`src/rtl/uart_byte_rx.sv`:
```
// UART byte receiver: 2-flop synchronized line, mid-bit sampling, 8N1 frames.
// Define UART_RX_PARITY_EN for 8E1 frames with a parity check on parity_err.
module uart_byte_rx #(
  parameter int unsigned CLKS_PER_BIT = 16
) (
  input  logic       clk,
  input  logic       rst,
  input  logic       rx,
  output logic [7:0] data,
  output logic       valid,
  output logic       frame_err,
  output logic       parity_err,
  output logic       busy
);

  localparam int unsigned CW = $clog2(CLKS_PER_BIT);
  localparam logic [CW-1:0] HALF_LAST = CW'(CLKS_PER_BIT / 2 - 1);
  localparam logic [CW-1:0] FULL_LAST = CW'(CLKS_PER_BIT - 1);

`ifdef UART_RX_PARITY_EN
  typedef enum logic [2:0] {S_IDLE, S_START, S_DATA, S_PARITY, S_STOP} state_t;
`else
  typedef enum logic [2:0] {S_IDLE, S_START, S_DATA, S_STOP} state_t;
`endif

  state_t          r_state;
  state_t          w_next;
  logic            r_sync1;
  logic            r_rx_s;
  logic [CW-1:0]   r_cnt;
  logic [2:0]      r_bit;
  logic [7:0]      r_shift;
  logic            w_sample;
  logic            w_par_bad;

  // Sample point: half a bit into START, a full bit period in every later state.
  assign w_sample = (r_state == S_START) ? (r_cnt == HALF_LAST)
                                         : (r_state != S_IDLE) && (r_cnt == FULL_LAST);

  always_ff @(posedge clk) begin
    if (!rst) begin
      r_sync1 <= 1'b1;
      r_rx_s  <= 1'b1;
    end else begin
      r_sync1 <= rx;
      r_rx_s  <= r_sync1;
    end
  end

  always_ff @(posedge clk) begin
    if (!rst) r_state <= S_IDLE;
    else      r_state <= w_next;
  end

  always_comb begin
    w_next = r_state;
    case (r_state)
      S_IDLE:  if (!r_rx_s) w_next = S_START;
      S_START: if (w_sample) w_next = r_rx_s ? S_IDLE : S_DATA;
`ifdef UART_RX_PARITY_EN
      S_DATA:   if (w_sample && r_bit == 3'd7) w_next = S_PARITY;
      S_PARITY: if (w_sample) w_next = S_STOP;
`else
      S_DATA:  if (w_sample && r_bit == 3'd7) w_next = S_STOP;
`endif
      S_STOP:  if (w_sample) w_next = S_IDLE;
      default: w_next = S_IDLE;
    endcase
  end

  always_comb begin
    busy = (r_state != S_IDLE);
  end

  always_ff @(posedge clk) begin
    if (!rst) begin
      r_cnt <= '0;
      r_bit <= '0;
    end else begin
      r_cnt <= (r_state == S_IDLE || w_sample) ? '0 : r_cnt + CW'(1);
      if (r_state == S_START)
        r_bit <= '0;
      else if (r_state == S_DATA && w_sample)
        r_bit <= r_bit + 3'd1;
    end
  end

`ifdef UART_RX_PARITY_EN
  logic r_par_bad;
  logic r_parity_err;

  // Even parity: the parity bit equals the XOR of the eight data bits.
  always_ff @(posedge clk) begin
    if (!rst) begin
      r_par_bad    <= 1'b0;
      r_parity_err <= 1'b0;
    end else begin
      r_parity_err <= 1'b0;
      if (r_state == S_PARITY && w_sample)
        r_par_bad <= (r_rx_s != ^r_shift);
      if (r_state == S_STOP && w_sample)
        r_parity_err <= r_par_bad;
    end
  end

  assign w_par_bad  = r_par_bad;
  assign parity_err = r_parity_err;
`else
  assign w_par_bad  = 1'b0;
  assign parity_err = 1'b0;
`endif

  always_ff @(posedge clk) begin
    if (!rst) begin
      r_shift   <= '0;
      data      <= '0;
      valid     <= 1'b0;
      frame_err <= 1'b0;
    end else begin
      valid     <= 1'b0;
      frame_err <= 1'b0;
      if (r_state == S_DATA && w_sample)
        r_shift <= {r_rx_s, r_shift[7:1]};
      if (r_state == S_STOP && w_sample) begin
        frame_err <= !r_rx_s;
        if (r_rx_s && !w_par_bad) begin
          data  <= r_shift;
          valid <= 1'b1;
        end
      end
    end
  end

endmodule

```
`config.mk`:
```
export PLATFORM = sky130hd
export DESIGN_NAME = uart_byte_rx
export DESIGN_NICKNAME = d
export VERILOG_FILES = /design/src/rtl/uart_byte_rx.sv
export SDC_FILE = /design/constraint.sdc
export NUM_CORES = 1
export LEC_CHECK = 0
export ABC_AREA = 1
export CORE_ASPECT_RATIO = 1.5
export CORE_MARGIN = 4
export CORE_UTILIZATION = 52
export DETAILED_ROUTE_END_ITERATION = 8
export GPL_ROUTABILITY_DRIVEN = 1
export HOLD_SLACK_MARGIN = 0.15
export PLACE_DENSITY_LB_ADDON = 0.25
export RECOVER_POWER = 25
export SYNTH_ARGS = -nofsm -noshare
export SYNTH_HDL_FRONTEND = slang
export SYNTH_SLANG_ARGS = --single-unit
```
`constraint.sdc`:
```
create_clock -name clk -period 1.43 [get_ports clk]
set_input_delay 0.286 -clock clk [delete_from_list [all_inputs] [get_ports clk]]
set_output_delay 0.286 -clock clk [all_outputs]
set_load 0.005 [all_outputs]
```
==> reports/results.ini, run 1 <==
[timing]
grt_setup_unrepaired=false
min_period_over_period=0.920
timing_hold_violations_final=0
report.final.setup_viol=0
clock-skew-final_ns=0.00860
timing.setup.tns_ns=0
timing_max_transition_violations_final=0
period_minus_slack_ns=1.32
achievable-frequency_mhz=760

[power_and_ir_drop]
peakVddDrop_v=0.000767
cellLeakagePower_nw=0.609
power.density_cell_area_nw_per_um2=1060

[clock_tree]
max_buffers_root_to_sink=2
clock_latency_ns=0.32
holdBufCountCts=0
clock_tree_from_tritoncts=yes
clockRootBuffer=clkbuf_4
numCtsBuffers=5
cts-htree-levels=2
path_clk_slew_ns=0.09
clkSinkCount=29

[yosys]
synth_commonest_cells=31 x nor2_1, 29 x dfxtp_1, 19 x nand2_1
synth.largest_area_cell=dfxtp_1
post_synth_num_cell_types=25
syn-cell-area_um2=1170
ys.flop_type=dfxtp_1
synth.yosys.seq_area_share=0.496
yosys.cell_count.top_type=nor2_1
ys_ff_latch=29
number_of_enable_type_register_cells_in_the_synthesized_netlist=0
asyncSetResetFlopFracSynth=0
yosysWarningCount=0
synth.area.top_cells=dfxtp_1 50%, nor2_1 9.9%, nand2_1 6.1%
postSynthNetCount=151
netlist_instances=145
synth_area_per_cell_um2=8.07
netlist.area_leader.share=0.496

[layout]
design.final.nets=171
final_layout_size_suffix_gt1_frac=0.205
final_cell_area_um2=1410
antennaDiodeCount=0
final.fill_count=190
area_delta_synth_final_pct=20.7
fin_util=0.680

[global_route]
number_of_global_route_vias_before_repair=919
globalRouteTotalUtil=0.175
antenna_found_initial=0
grt_overflow_total=0
grt_max_degree=13
wire_length_of_the_first_global_routing_pass_um=3820

[route]
wire_length_per_cell_um=11.7
drt_first_iter_violations=13
drt_wl_total_um=2190
detail_route.vias_per_cell=5.19
route.vias.total=976
route.antenna.remaining_nets=0
drt_pre_antenna_iters=4
drc=0

[critical_path]
timing.setup.critical_path_class=reg2out
cp-start-kind=flip-flop
endpoint_kind=output port
critPathRequiredTime_ns=1.14
timing.critical_path.slowest_stage_cell=dfxtp_2
path_delay_family=flip-flops
timing.critical_path.slowest_cell_delay_ns=0.33
ordered_cell_list_for_the_critical_path=inv_2 > nand2_1 > dlygate4sd2_1
cp.arrival_ns=1.03
path_max_fanout=3
worst-path-buf-inv=2

[run_status]
status=complete, no violations

[worst_hold_path]
hold_path.class=reg2reg

[run]
timing.max_cap.violations=0

[floorplanning]
dieArea_um2=3090
die_y_um=66.1
rows=20
initial_core_util=0.563
io_pins=15
die_width_um=46.7
placeableCoreArea_um2=2080

[place]
gp_congestion=0.846
port_bufs=13
placed_wire_length_estimate_after_detailed_placement_um=1640
dpl_cell_area_um2=1320

## flip-flops by register name, indices dropped and copies added, names as in the netlist
register,count
valid,1
data,8
r_state,2
r_bit,3
r_cnt,4
r_rx_s,1
r_sync1,1
frame_err,1
r_shift,8
## timing repair
action	in CTS	in global routing
gates cloned	0	1
setup buffers	1	0
gates resized for setup	21	7
pin swaps	0	1
setup endpoints to repair	12	23
## through the flow
stage / power (mW) / hold WS (ns) / worst slack [ns] / cells
after floorplan: 0.917 / 0.393 / 0.180 / 145
after global placement: 0.956 / 0.400 / 0.0961 / 178
after detailed placement: 0.962 / 0.407 / -0.000230 / 178
after CTS: 1.51 / 0.428 / 0.0172 / 187
after global routing: 1.57 / 0.446 / 0.0117 / 188
final: 1.49 / 0.422 / 0.114 / 188
## cell families after synthesis
| group | after synthesis | synth area share |
|---|---|---|
| AOI/OAI and AO/OA | 22 | 0.0973 |
| xor gates and xnor gates | 2 | 0.0150 |
| adders and majority gates | 3 | 0.0321 |
| buffers and inverters | 19 | 0.0824 |
| DFF | 29 | 0.496 |
| other | 1 | 0.00321 |
| and+or+nand+nor | 69 | 0.274 |
## per-layer routing
layer | global-route usage | up-vias | wire, um
met1 | 0.188 | 439 | 861
met5 | 0 | - | 0
met2 | 0.286 | 20 | 1180
li1 | - | 513 | -
met3 | 0.0817 | 4 | 118
met4 | 0.0727 | 0 | 33
## layout by cell type, fill, tap and decap left out, types with 2 or more instances in the layout
master         instances
o21ai_1                4
clkbuf_4               5
buf_4                  6
nand2_1               19
nand4_1                9
inv_2                  3
dfxtp_2                6
dlygate4sd2_1         11
a21oi_1                8
o21ai_0                8
ha_1                   2
nor2_1                31
dfxtp_1               23
nand3_1                3
inv_1                  7
clkbuf_8               2
or2_2                  2
## power by group
part | switching, mW | internal (mW) | leakage, nW
registers | 0.00741 | 0.818 | 0.237
clock network | 0.266 | 0.284 | 0.0413
logic | 0.0718 | 0.0458 | 0.330
## final timing paths
path / start / to / slack (ns) / depth (start not counted)
max: r_state[1]$_SDFFE_PN0P_ / busy / 0.11 / 3
min: r_sync1$_SDFF_PN1_ / r_rx_s$_SDFF_PN1_ / 0.42 / 1
max reg2reg: r_cnt[0]$_SDFF_PP0_ / r_cnt[0]$_SDFF_PP0_ / 0.13 / 7
min reg2reg: r_sync1$_SDFF_PN1_ / r_rx_s$_SDFF_PN1_ / 0.42 / 1
## layout make-up
class                   instances  area (um^2)  area share
repair buffers                 21          178       0.126
flip-flops and latches         29          588       0.416
clock buffers                   7         65.1      0.0461
multi-input cells              97          505       0.358
clock inverters                 1         5.00     0.00354
inverters                      11         43.8      0.0310
well taps                      22         27.5      0.0195
No activity file was read; power rests on OpenSTA's default activity.
==> inputs of run 2 (changes only) <==
--- a/config.mk
+++ b/config.mk
@@ -8,8 +8,9 @@
 export ABC_AREA = 1
 export CORE_ASPECT_RATIO = 1.5
 export CORE_MARGIN = 4
-export CORE_UTILIZATION = 52
+export CORE_UTILIZATION = 59
 export DETAILED_ROUTE_END_ITERATION = 8
+export DONT_BUFFER_PORTS = 1
 export GPL_ROUTABILITY_DRIVEN = 1
 export HOLD_SLACK_MARGIN = 0.15
 export PLACE_DENSITY_LB_ADDON = 0.25
==> reports/results.ini, run 2 (synthesis results as in run 1) <==
[worst_hold_path]
hold-path-cell-count=2
timing.hold.worst_endpoint=r_cnt[0]$_SDFF_PP0_
min_from=rst
hold_path.class=in2reg

[layout]
area_delta_synth_final_pct=10.8
layout_common_cells=31 x nor2_1, 28 x dfxtp_1, 17 x nand2_1
sequential_cell_area_um2=582
antennaDiodeCount=0
layout_commonest_cell=nor2_1
stdcell_count=173
final_layout_size_suffix_gt1_frac=0.178
multi_input_area_um2=520
layout_top_registers=data: 8 flops, r_shift: 8 flops, r_cnt: 4 flops
final_cell_area_um2=1300
final.fill_count=160
design.final.nets=157

[place]
dpl_cell_area_um2=1160
placedCellCount=161
port_bufs=0
placed_wire_length_estimate_after_detailed_placement_um=1470
gp_congestion=0.866

[global_route]
globalRouteTotalUtil=0.164
antenna_found_initial=0
grt_max_degree=15
number_of_global_route_vias_before_repair=813
grt_overflow_total=0
wire_length_of_the_first_global_routing_pass_um=3330

[timing]
grt_setup_unrepaired=false
period_minus_slack_ns=1.32
timing.setup.tns_ns=0
report.final.setup_viol=0
tightestPinTransition_ns=0.570
timing_max_transition_violations_final=0
clock-skew-final_ns=0.0118
relSlewSlack=0.620
achievable-frequency_mhz=757
min_period_over_period=0.923
timing_hold_violations_final=0
final.hold.worst_slack_ns=0.199

[power_and_ir_drop]
power.density_cell_area_nw_per_um2=1140
total_design_power_mw=1.47
peakVddDrop_v=0.000678
cellLeakagePower_nw=0.496

[critical_path]
ordered_cell_list_for_the_critical_path=ha_2 > nand2_2 > nor2_4 > buf_6 > nand3_2 > nand2_2 > a21oi_1
setup.reg_to_reg.worst_slack_ns=0.11
cp.arrival_ns=1.52
path_delay_family=simple AND/OR/NAND/NOR gates
critical_register_to_register_path_endpoint=data[5]$_SDFFE_PN0P_
path_max_fanout=6
timing.critical_path.slowest_stage_cell=dfxtp_2
endpoint_kind=flip-flop
critPathMostFrequentCell=nand2_2
critPathRequiredTime_ns=1.63
cp-start-kind=flip-flop
timing.setup.critical_path_class=reg2reg
timing.critical_path.slowest_cell_delay_ns=0.35
worst-path-buf-inv=1
timing.reg2reg.worst_path_depth=7
r2r-start=r_cnt[0]$_SDFF_PP0_

[route]
drt_wl_total_um=2100
route.antenna.remaining_nets=0
detail_route.vias_per_cell=5.25
drt_first_iter_violations=18
route.vias.total=909
drc=0
drt_pre_antenna_iters=5
wire_length_per_cell_um=12.1

[clock_tree]
max_buffers_root_to_sink=2
path_clk_slew_ns=0.09
clock_latency_ns=0.32
numCtsBuffers=5
cts-htree-levels=2
post-cts-setup-buffers=0
clockRootBuffer=clkbuf_4
clock_tree_from_tritoncts=yes
clkSinkCount=29

[floorplanning]
placeableCoreArea_um2=1850
io_pins=15
die_y_um=62.5
initial_core_util=0.631
die_width_um=44.4
rows=19
dieArea_um2=2770

[run]
timing.max_cap.violations=0

[run_status]
status=complete, no violations

## run 2: cell count changes in the layout (fill, tap and decap cells not counted), sizes merged
cell / before / now
dlygate4sd3: 1 / 2
buf: 8 / 4
clkdlybuf4s50: 1 / 0
nand3: 4 / 5
dlygate4sd2: 11 / 0
## run 2: how the worst max path moves through the flow
stage                        start  slack, ns               endpoint  cells past startpoint
5_1_grt        r_cnt[1]$_SDFF_PP0_      0.003  r_bit[0]$_SDFFE_PP0P_                      7
3_3_place_gp   r_cnt[0]$_SDFF_PP0_       0.08   data[3]$_SDFFE_PN0P_                      7
3_5_place_dp   r_cnt[0]$_SDFF_PP0_     -0.002  r_bit[0]$_SDFFE_PP0P_                      7
6_report       r_cnt[0]$_SDFF_PP0_       0.11   data[5]$_SDFFE_PN0P_                      7
4_1_cts        r_cnt[0]$_SDFF_PP0_      0.004   data[6]$_SDFFE_PN0P_                      7
2_1_floorplan  r_cnt[0]$_SDFF_PP0_       0.18   data[0]$_SDFFE_PN0P_                      7
## run 2: stage by stage
step / setup WS, ns / util
global placement: 0.0840 / 0.628
floorplan: 0.180 / -
CTS: 0.00446 / 0.677
finish: 0.110 / 0.699
detailed placement: -0.00165 / 0.628
global route: 0.00281 / 0.699
## run 2: cell type report
type	count	share of cell area
Multi-Input combinational cell	98	0.402
Sequential cell	29	0.449
Tap cell	21	0.0203
Clock buffer	7	0.0502
Inverter	11	0.0357
Clock inverter	1	0.00386
Timing Repair Buffer	6	0.0396
## run 2: power by group
| part | switching (mW) | internal, mW | total, mW |
|---|---|---|---|
| registers | 0.0110 | 0.818 | 0.829 |
| logic | 0.0645 | 0.0317 | 0.0962 |
| clock network | 0.263 | 0.284 | 0.548 |
| total | 0.339 | 1.13 | 1.47 |
## run 2: metal layers
metal	share of wire	up-vias	routed length, um	global-route usage
met5	0	-	0	0
met2	0.50	19	1060	0.263
met1	0.42	407	881	0.170
met4	0.029	0	61	0.102
met3	0.046	5	96	0.0692
li1	-	478	-	-
## run 2: timing repair
action / CTS / global route
resized for setup: 1 / 8
gates cloned: 0 / 2
endpoints found under the setup margin: 1 / 24
hold endpoints to repair: 10 / 0
pin swaps: 0 / 1
hold buffers: 2 / 0
==> inputs of run 3 (changes only) <==
--- a/config.mk
+++ b/config.mk
@@ -6,6 +6,7 @@
 export NUM_CORES = 1
 export LEC_CHECK = 0
 export ABC_AREA = 1
+export ABC_CLOCK_PERIOD_IN_PS = 1350
 export CORE_ASPECT_RATIO = 1.5
 export CORE_MARGIN = 4
 export CORE_UTILIZATION = 59
==> constraint.sdc (replaced) <==
create_clock -name clk -period 1.35 [get_ports clk]
set_input_delay 0.27 -clock clk [delete_from_list [all_inputs] [get_ports clk]]
set_output_delay 0.27 -clock clk [all_outputs]
set_load 0.005 [all_outputs]
==> reports/results.ini, run 3 (synthesis results as in run 1) <==
[place]
placed_wire_length_estimate_after_detailed_placement_um=1500
place_worst_setup_slack_ns=-0.0185
gp_congestion=0.877
dpl_cell_area_um2=1180
port_bufs=0

[floorplanning]
dieArea_um2=2770
io_pins=15
initial_core_util=0.631
placeableCoreArea_um2=1850
die_y_um=62.5
rows=19
die_width_um=44.4

[clock_tree]
clock_tree_from_tritoncts=yes
max_buffers_root_to_sink=2
numCtsBuffers=5
cts-htree-levels=2
clkSinkCount=29
path_clk_slew_ns=0.09
clockRootBuffer=clkbuf_4
clock_latency_ns=0.33

[layout]
antennaDiodeCount=0
final_layout_size_suffix_gt1_frac=0.231
final_cell_area_um2=1340
final.fill_count=150
layout_common_cells=31 x nor2_1, 27 x dfxtp_1, 14 x nand2_1
area_delta_synth_final_pct=14.8
layout_commonest_cell=nor2_1
design.final.nets=161
layout_top_registers=data: 8 flops, r_shift: 8 flops, r_cnt: 4 flops

[timing]
grt_setup_unrepaired=true
final.hold.worst_slack_ns=0.197
achievable-frequency_mhz=767
clock-skew-final_ns=0.00806
min_period_over_period=0.965
final.setup.worst_slack_ns=0.0466
timing_hold_violations_final=0
period_minus_slack_ns=1.30
timing_max_transition_violations_final=0
report.final.setup_viol=0

[critical_path]
critPathRequiredTime_ns=1.56
timing.setup.critical_path_class=reg2reg
endpoint_kind=flip-flop
setup.reg_to_reg.worst_slack_ns=0.05
critical_register_to_register_path_endpoint=data[7]$_SDFFE_PN0P_
timing.critical_path.slowest_cell_delay_ns=0.36
ordered_cell_list_for_the_critical_path=ha_4 > nand2_4 > nor2_4 > buf_6 > nand3_2 > nand2_1 > a21oi_1
cp.arrival_ns=1.51
path_max_fanout=6
path_delay_family=simple AND/OR/NAND/NOR gates
r2r-start=r_cnt[1]$_SDFF_PP0_
worst-path-buf-inv=1
cp-start-kind=flip-flop
timing.critical_path.slowest_stage_cell=dfxtp_2
timing.reg2reg.worst_path_depth=7

[route]
drt_first_iter_violations=26
drt_wl_total_um=2290
wire_length_per_cell_um=12.9
drt_pre_antenna_iters=4
route.vias.total=968
detail_route.vias_per_cell=5.47
drc=0
route.antenna.remaining_nets=0

[worst_hold_path]
hold-path-cell-count=2
timing.hold.worst_endpoint=r_cnt[3]$_SDFF_PP0_
min_from=rst
hold_path.class=in2reg

[global_route]
wire_length_of_the_first_global_routing_pass_um=3640
number_of_global_route_vias_before_repair=886
grt_max_degree=15
globalRouteTotalUtil=0.175
antenna_found_initial=0
grt_overflow_total=0

[power_and_ir_drop]
sequentialPowerShare=0.586
power.switching_mw=0.390
portion_of_total_power_attributed_to_combinational_logic=0.079
cell_internal_pwr_mw=1.10
power.density_cell_area_nw_per_um2=1110
peakVddDrop_v=0.000827
cellLeakagePower_nw=0.527
clock_power_share=0.335
total_design_power_mw=1.49
fraction_of_power_spent_switching_nets=0.261

[run_status]
status=complete, no violations

[run]
timing.max_cap.violations=0

[run 3: cell count changes in the layout (fill, tap and decap cells not counted), moves of 2 or more]
| cell | before | now |
|---|---|---|
| nand2_2 | 3 | 5 |
| buf_4 | 2 | 5 |
| nand2_1 | 17 | 14 |
| clkbuf_8 | 2 | 0 |
| inv_4 | 0 | 2 |
[run 3: metal layers]
layer | wire [um] | up-vias | GRT usage
li1 | - | 494 | -
met1 | 941 | 445 | 0.179
met2 | 1180 | 20 | 0.285
met3 | 97 | 9 | 0.0519
met4 | 68 | 0 | 0.128
met5 | 0 | - | 0
[run 3: how the worst max path moves through the flow]
stage | startpoint | end | slack, ns | cells past startpoint
after floorplan | r_cnt[0]$_SDFF_PP0_ | data[0]$_SDFFE_PN0P_ | 0.1 | 7
after global placement | r_cnt[0]$_SDFF_PP0_ | data[3]$_SDFFE_PN0P_ | 0.04 | 7
after detailed placement | r_cnt[0]$_SDFF_PP0_ | r_cnt[1]$_SDFF_PP0_ | -0.02 | 7
after CTS | r_cnt[0]$_SDFF_PP0_ | r_cnt[1]$_SDFF_PP0_ | 0.01 | 7
after global routing | r_cnt[1]$_SDFF_PP0_ | data[7]$_SDFFE_PN0P_ | -0.03 | 7
final | r_cnt[1]$_SDFF_PP0_ | data[7]$_SDFFE_PN0P_ | 0.05 | 7
[run 3: layout make-up]
cell class	count	area [um^2]	area share
clock buffers	5	37.5	0.0280
flip-flops and latches	29	583	0.434
well taps	21	26.3	0.0196
multi-input cells	98	547	0.407
repair buffers	10	85.1	0.0634
inverters	11	46.3	0.0345
clock inverters	3	17.5	0.0130
[run 3: stage by stage]
step / setup TNS (ns) / utilization / cells
global route: -0.182 / 0.724 / 177
finish: 0 / 0.724 / 177
CTS: 0 / 0.689 / 174
global placement: 0 / 0.636 / 163
detailed placement: -0.0434 / 0.636 / 163
floorplan: 0 / - / 145
[run 3: power by group through the flow]
stage / logic, mW / clock network, mW / registers, mW
after global routing: 0.132 / 0.558 / 0.875
after floorplan: 0.0769 / 0 / 0.895
after CTS: 0.112 / 0.516 / 0.871
after detailed placement: 0.103 / 0 / 0.891
after global placement: 0.0980 / 0 / 0.890
final: 0.118 / 0.499 / 0.873
[run 3: timing repair]
action | 4_1_cts | 5_1_grt
pin swaps | 2 | 6
hold endpoints to repair | 10 | 0
resized for setup | 5 | 12
gates cloned | 1 | 1
endpoints found under the setup margin | 14 | 16
hold buffers | 2 | 0
setup buffers | 0 | 2
[run 3: worst register-to-register path: stages, from the launching register on]
cell	delay [ns]
dfxtp_2	0.36
ha_4	0.15
nand2_4	0.07
nor2_4	0.17
buf_6	0.16
nand3_2	0.11
nand2_1	0.10
a21oi_1	0.06
